$ cat src/rtl/int_ctrl_pkg.sv
// int_ctrl_pkg: register offsets, vector flag and helpers shared by the interrupt controller.
package int_ctrl_pkg;
  localparam logic [15:0] INTC_VEC_VALID = 16'h8000;
  typedef enum logic [2:0] {
    R_PEND   = 3'd0,
    R_MASK   = 3'd1,
    R_ROUTE  = 3'd2,
    R_TRIG   = 3'd3,
    R_VECTOR = 3'd4,
    R_SOFT   = 3'd5
  } reg_e;
  function automatic logic [15:0] merge(input logic [15:0] old, input logic [15:0] wd, input logic [15:0] be);
    return (old & ~be) | (wd & be);
  endfunction
  function automatic logic [15:0] prio_vec(input logic [15:0] req);
    prio_vec = 16'h0;
    for (int i = 15; i >= 0; i--) if (req[i]) prio_vec = INTC_VEC_VALID | 16'(i);
  endfunction
endpackage

$ cat src/rtl/int_sync_edge.sv
// int_sync_edge: two-flop synchroniser plus one edge flop; outputs level and rising-edge pulse.
module int_sync_edge (
  input  logic clk,
  input  logic rst,
  input  logic irq,
  output logic level,
  output logic rise
);
  logic [2:0] s;
  always_ff @(posedge clk) s <= rst ? 3'b0 : {s[1:0], irq};
  assign level = s[1];
  assign rise = s[1] & ~s[2];
endmodule

$ cat src/rtl/int_ctrl.sv
// int_ctrl: memory-mapped interrupt controller driving INT0/INT1.
// Define INTC_SOFT_IRQ_EN to enable the write-1-to-set SOFT register.
module int_ctrl
  import int_ctrl_pkg::*;
#(
  parameter int NSRC = 8,
  parameter logic [15:0] BASE_ADDR = 16'hFF00
) (
  input  logic            CLK,
  input  logic            RESET,
  input  logic [15:0]     ADDR,
  input  logic [15:0]     WDATA,
  input  logic            RDN,
  input  logic            WRN0,
  input  logic            WRN1,
  input  logic [NSRC-1:0] IRQ,
  output logic [15:0]     RDATA,
  output logic            SEL,
  output logic            INT0,
  output logic            INT1
);
  localparam logic [15:0] SRC = 16'((32'd1 << NSRC) - 32'd1);
  logic [15:0] pend, mask, route, trig, sticky, sticky_n;
  logic [15:0] level, rise, lanes, w1c, soft_set, vector, rsel;
  logic wrn0_q, wrn1_q, hit, unused_ok;
  reg_e off;
  for (genvar i = 0; i < 16; i++) begin : g_src
    if (i < NSRC) begin : g_on
      int_sync_edge u_sync (.clk(CLK), .rst(RESET), .irq(IRQ[i]), .level(level[i]), .rise(rise[i]));
    end else begin : g_off
      assign level[i] = 1'b0;
      assign rise[i] = 1'b0;
    end
  end
  assign unused_ok = ADDR[0];
  assign hit = ADDR[15:4] == BASE_ADDR[15:4];
  assign off = reg_e'(ADDR[3:1]);
  assign SEL = hit & ~RDN;
  // A lane writes only on the first cycle its strobe is seen low.
  assign lanes = hit ? {{8{~WRN1 & wrn1_q}}, {8{~WRN0 & wrn0_q}}} : 16'h0;
  assign w1c = off == R_PEND ? WDATA & lanes : 16'h0;
`ifdef INTC_SOFT_IRQ_EN
  assign soft_set = off == R_SOFT ? WDATA & lanes & SRC : 16'h0;
`else
  assign soft_set = 16'h0;
`endif
  // Latched events survive until W1C; a new event on the clearing edge wins.
  assign sticky_n = (soft_set | (trig & rise) | (sticky & ~w1c)) & SRC;
  assign vector = prio_vec(pend & mask);
  assign rsel = off == R_PEND ? pend : off == R_MASK ? mask : off == R_ROUTE ? route :
                off == R_TRIG ? trig : off == R_VECTOR ? vector : 16'h0;
  assign RDATA = SEL ? rsel : 16'h0;
  always_ff @(posedge CLK) begin
    if (RESET) begin
      {pend, mask, route, trig, sticky} <= '0;
      {wrn0_q, wrn1_q, INT0, INT1} <= '0;
    end else begin
      wrn0_q <= WRN0;
      wrn1_q <= WRN1;
      sticky <= sticky_n;
      pend <= sticky_n | (~trig & level & SRC);
      mask <= off == R_MASK ? merge(mask, WDATA, lanes) & SRC : mask;
      route <= off == R_ROUTE ? merge(route, WDATA, lanes) & SRC : route;
      trig <= off == R_TRIG ? merge(trig, WDATA, lanes) & SRC : trig;
      INT0 <= |(pend & mask & ~route);
      INT1 <= |(pend & mask & route);
    end
  end
endmodule

$ cat config.mk
export PLATFORM = sky130hd
export DESIGN_NAME = int_ctrl
export DESIGN_NICKNAME = d
export VERILOG_FILES = /design/src/rtl/int_ctrl_pkg.sv /design/src/rtl/int_sync_edge.sv /design/src/rtl/int_ctrl.sv
export SDC_FILE = /design/constraint.sdc
export NUM_CORES = 1
export LEC_CHECK = 0
export CORE_ASPECT_RATIO = 1.4
export CORE_MARGIN = 2
export CORE_UTILIZATION = 34
export DETAILED_ROUTE_END_ITERATION = 7
export SYNTH_ARGS = -nofsm -noshare
export SYNTH_HDL_FRONTEND = slang
export SYNTH_SLANG_ARGS = --single-unit
export TNS_END_PERCENT = 20
$ cat constraint.sdc
create_clock -name CLK -period 3.6 [get_ports CLK]
set_input_delay 0.72 -clock CLK [delete_from_list [all_inputs] [get_ports CLK]]
set_output_delay 0.72 -clock CLK [all_outputs]
set_load 0.005 [all_outputs]
==> insert_results.sql <==
INSERT INTO impl_metrics (metric_group, metric, value, unit) VALUES
('status', 'outcome', 'finished clean', ''),
('setup_path', 'cp-start-kind', 'input port', ''),
('layout', 'layout.nets', '415', ''),
('setup_path', 'critPathCapture', 'RDATA[6]', ''),
('timing', 'report.final.slew_viol_count', '0', ''),
('place', 'place.detailed.hpwl', '5.17', 'mm'),
('place', 'routabilityCongestion', '0.979', ''),
('clock_network', 'cts_tree', 'built', ''),
('yosys', 'synth.yosys.warnings', '0', ''),
('setup_path', 'worst-r2r-setup-slack', '2.01', 'ns'),
('timing', 'timing.max_slew.rel_slack', '0.369', ''),
('routing', 'drt_pass1_iterations', '4', ''),
('setup_path', 'reg2reg_from', 'wrn0_q', ''),
('timing', 'final.period_utilization', '0.979', ''),
('global_routing', 'pin_count_of_the_biggest_net_entering_global_routing', '66', ''),
('yosys', 'synth_largest_type_area_fraction', '0.430', ''),
('yosys', 'postSynthAreaPerCell', '9.75', 'µm²'),
('die', 'core-area', '8980', 'µm²'),
('timing', 'finalClockSkew', '0.00515', 'ns'),
('timing', 'finalWorstSetupSlack', '0.0753', 'ns'),
('yosys', 'netlist.top_cell.by_area', 'dfxtp_1', ''),
('global_routing', 'first_global_vias', '2349', ''),
('clock_network', 'cts-root-to-sink-buffers', '2', ''),
('die', 'die_height', '117', 'µm'),
('setup_path', 'worst-endpoint-required', '2.88', 'ns'),
('layout', 'area_added_between_synthesis_and_finish', '28.5', '%'),
('global_routing', 'gr-total-overflow', '0', ''),
('power_and_ir_drop', 'vdd.ir_drop.worst', '215', 'µV'),
('layout', 'number_of_inserted_diodes', '0', ''),
('die', 'starting_density_of_the_core', '0.348', ''),
('clock_network', 'postCtsHoldBufs', '0', ''),
('timing', 'finalHoldViolations', '0', ''),
('place', 'port_buffers', '46', ''),
('power_and_ir_drop', 'p_leak', '1.59', 'nW'),
('routing', 'vias', '2388', ''),
('yosys', 'synth.top_cells.by_count', 'dfxtp_1, nand2b_1, mux2i_1', ''),
('clock_network', 'clk-insertion-delay-late', '0.32', 'ns'),
('timing', 'timing.final.crit_period', '3.52', 'ns'),
('setup_path', 'startpoint', 'ADDR[4]', ''),
('place', 'place_worst_setup_slack', '-0.180', 'ns'),
('clock_network', 'path_clk_slew', '0.05', 'ns'),
('yosys', 'synth_async_sr_flop_share', '0', ''),
('setup_path', 'critical_path.max_fanout', '5', ''),
('yosys', 'synth_seq_area_share', '0.430', ''),
('die', 'rows', '41', ''),
('job', 'maxCapViolCount', '0', ''),
('global_routing', 'grt.total_usage', '0.142', ''),
('routing', 'postRouteWirelength', '6.85', 'mm'),
('yosys', 'synth_top_flop_cell', 'dfxtp_1', ''),
('timing', 'setup_viol_count_final', '0', ''),
('yosys', 'post_synth_main_area_contributors', 'dfxtp_1, mux2i_1, nand2b_1', ''),
('routing', 'detail-route-antenna-nets', '0', ''),
('layout', 'post_route_cells_drive_above_1_share', '0.139', ''),
('power_and_ir_drop', 'post-layout-total-power', '0.00177', 'W'),
('global_routing', 'grt_first_pass_wirelength', '11.2', 'mm'),
('routing', 'drc_errors', '0', ''),
('timing', 'rsz0062_at_grt', 'false', ''),
('setup_path', 'critPathKind', 'input port to output port', ''),
('yosys', 'syn_area', '3120', 'µm²'),
('yosys', 'yosys_register_bits', '67', ''),
('power_and_ir_drop', 'pwr_per_cell_area', '441', 'nW/µm²'),
('setup_path', 'cp.arrival', '2.80', 'ns'),
('timing', 'tightest_slew', '0.946', 'ns'),
('die', 'horizontal_extent_of_the_die', '85.0', 'µm'),
('yosys', 'synth_enable_flop_cells', '0', ''),
('yosys', 'post-synth-top-count-cell', 'dfxtp_1', ''),
('min_path', 'holdCritPathClass', 'flip-flop to flip-flop', ''),
('clock_network', 'htreeDepth', '3', ''),
('routing', 'avgRoutedWirePerCell', '14.2', 'µm'),
('clock_network', 'cts_num_sinks', '67', ''),
('setup_path', 'reg2reg_to', 'pend[0]', ''),
('die', 'ios', '64', ''),
('global_routing', 'initial_antenna_violation_count', '0', ''),
('routing', 'first_iter_violations', '131', ''),
('setup_path', 'worst_r2r_path_depth', '4', ''),
('yosys', 'synthesis.instances', '320', ''),
('timing', 'max_clock_freq', '0.284', 'GHz'),
('yosys', 'synth_cell_type_count', '44', ''),
('clock_network', 'tritoncts.num_buffers', '9', ''),
('routing', 'post_drt_via_cell_ratio', '4.95', ''),
('place', 'placedCellCount', '464', ''),
('setup_path', 'endpoint_kind', 'output port', ''),
('clock_network', 'clock_tree.root_cell', 'clkbuf_16', ''),
('layout', 'final_cells', '482', ''),
('die', 'dieArea', '9970', 'µm²');
==> logic make-up after synthesis <==
logic type | after synthesis | synth area share
AO/OA/AOI/OAI | 44 | 0.120
multiplexers | 33 | 0.126
buffers and inverters | 33 | 0.0517
other | 1 | 0.00120
flip-flops | 67 | 0.430
AND/OR/NAND/NOR | 142 | 0.271
==> cell usage in the layout, fill, tap and decap left out, types with 3 or more instances in the layout <==
cell,n
dfxtp_1,67
nand2b_1,36
clkdlybuf4s50_1,35
mux2i_1,28
nand2_1,26
nor2b_1,25
a21oi_1,18
clkbuf_16,9
buf_4,9
inv_1,8
nand3b_1,8
and2_1,7
nor2_1,7
conb_1,7
o31ai_4,6
or2_2,5
mux4_2,5
dlygate4sd2_1,5
nand4_1,4
o22ai_1,4
clkinv_2,4
nor4_1,3
and3_1,3
clkbuf_2,3
buf_6,3
==> critical path, stage by stage <==
cell and delay, ns:
clkdlybuf4s50_1 0.42, or4_1 0.52, or3_4 0.41, buf_6 0.14
nor3_4 0.12, buf_6 0.14, and2_1 0.11, dlygate4sd2_1 0.22
==> layout make-up <==
type	count	area [µm²]
Tap cell	107	134
Fill cell	867	4970
Sequential cell	67	1340
Clock buffer	10	229
Timing Repair Buffer	58	538
Inverter	8	30.0
Clock inverter	6	80.1
Multi-Input combinational cell	226	1660
==> how the worst min path moves through the flow <==
stage                                    from                   endpoint  slack (ns)  depth (start not counted)
global placement    g_src[2].g_on.u_sync.s[0]  g_src[2].g_on.u_sync.s[1]        0.42                          1
detailed placement  g_src[1].g_on.u_sync.s[0]  g_src[1].g_on.u_sync.s[1]        0.42                          1
CTS                 g_src[1].g_on.u_sync.s[0]  g_src[1].g_on.u_sync.s[1]        0.44                          1
finish              g_src[1].g_on.u_sync.s[0]  g_src[1].g_on.u_sync.s[1]        0.43                          1
global route        g_src[1].g_on.u_sync.s[0]  g_src[1].g_on.u_sync.s[1]        0.45                          1
floorplan           g_src[0].g_on.u_sync.s[0]  g_src[0].g_on.u_sync.s[1]        0.41                          1
==> routing by layer <==
layer,global-route usage,wire length (µm),vias up
met1,0.162,2950,1117
met2,0.237,3420,58
met5,0,0,-
li1,-,-,1200
met4,0.0754,214,0
met3,0.0380,272,13
==> stage by stage <==
step / hold WS, ns / cell area, µm² / utilization / setup TNS [ns]
3_3_place_gp: 0.416 / 3680 / 0.409 / -0.890
3_5_place_dp: 0.423 / 3680 / 0.409 / -1.03
5_1_grt: 0.447 / 4010 / 0.447 / 0
6_report: 0.432 / 4010 / 0.447 / 0
2_1_floorplan: 0.414 / 3140 / - / 0
4_1_cts: 0.435 / 4000 / 0.445 / -0.0156
==> repair_timing <==
action	4_1_cts	5_1_grt
pin swaps	1	2
endpoints found under the setup margin	9	1
buffers inserted	1	1
endpoints found under the hold margin	0	0
resized for setup	12	11
==> power breakdown <==
part | switching (W) | internal (W)
clock network | 0.000293 | 0.000600
registers | 0.00000665 | 0.000756
logic | 0.0000470 | 0.0000635
(Power assumes the default switching activity.)
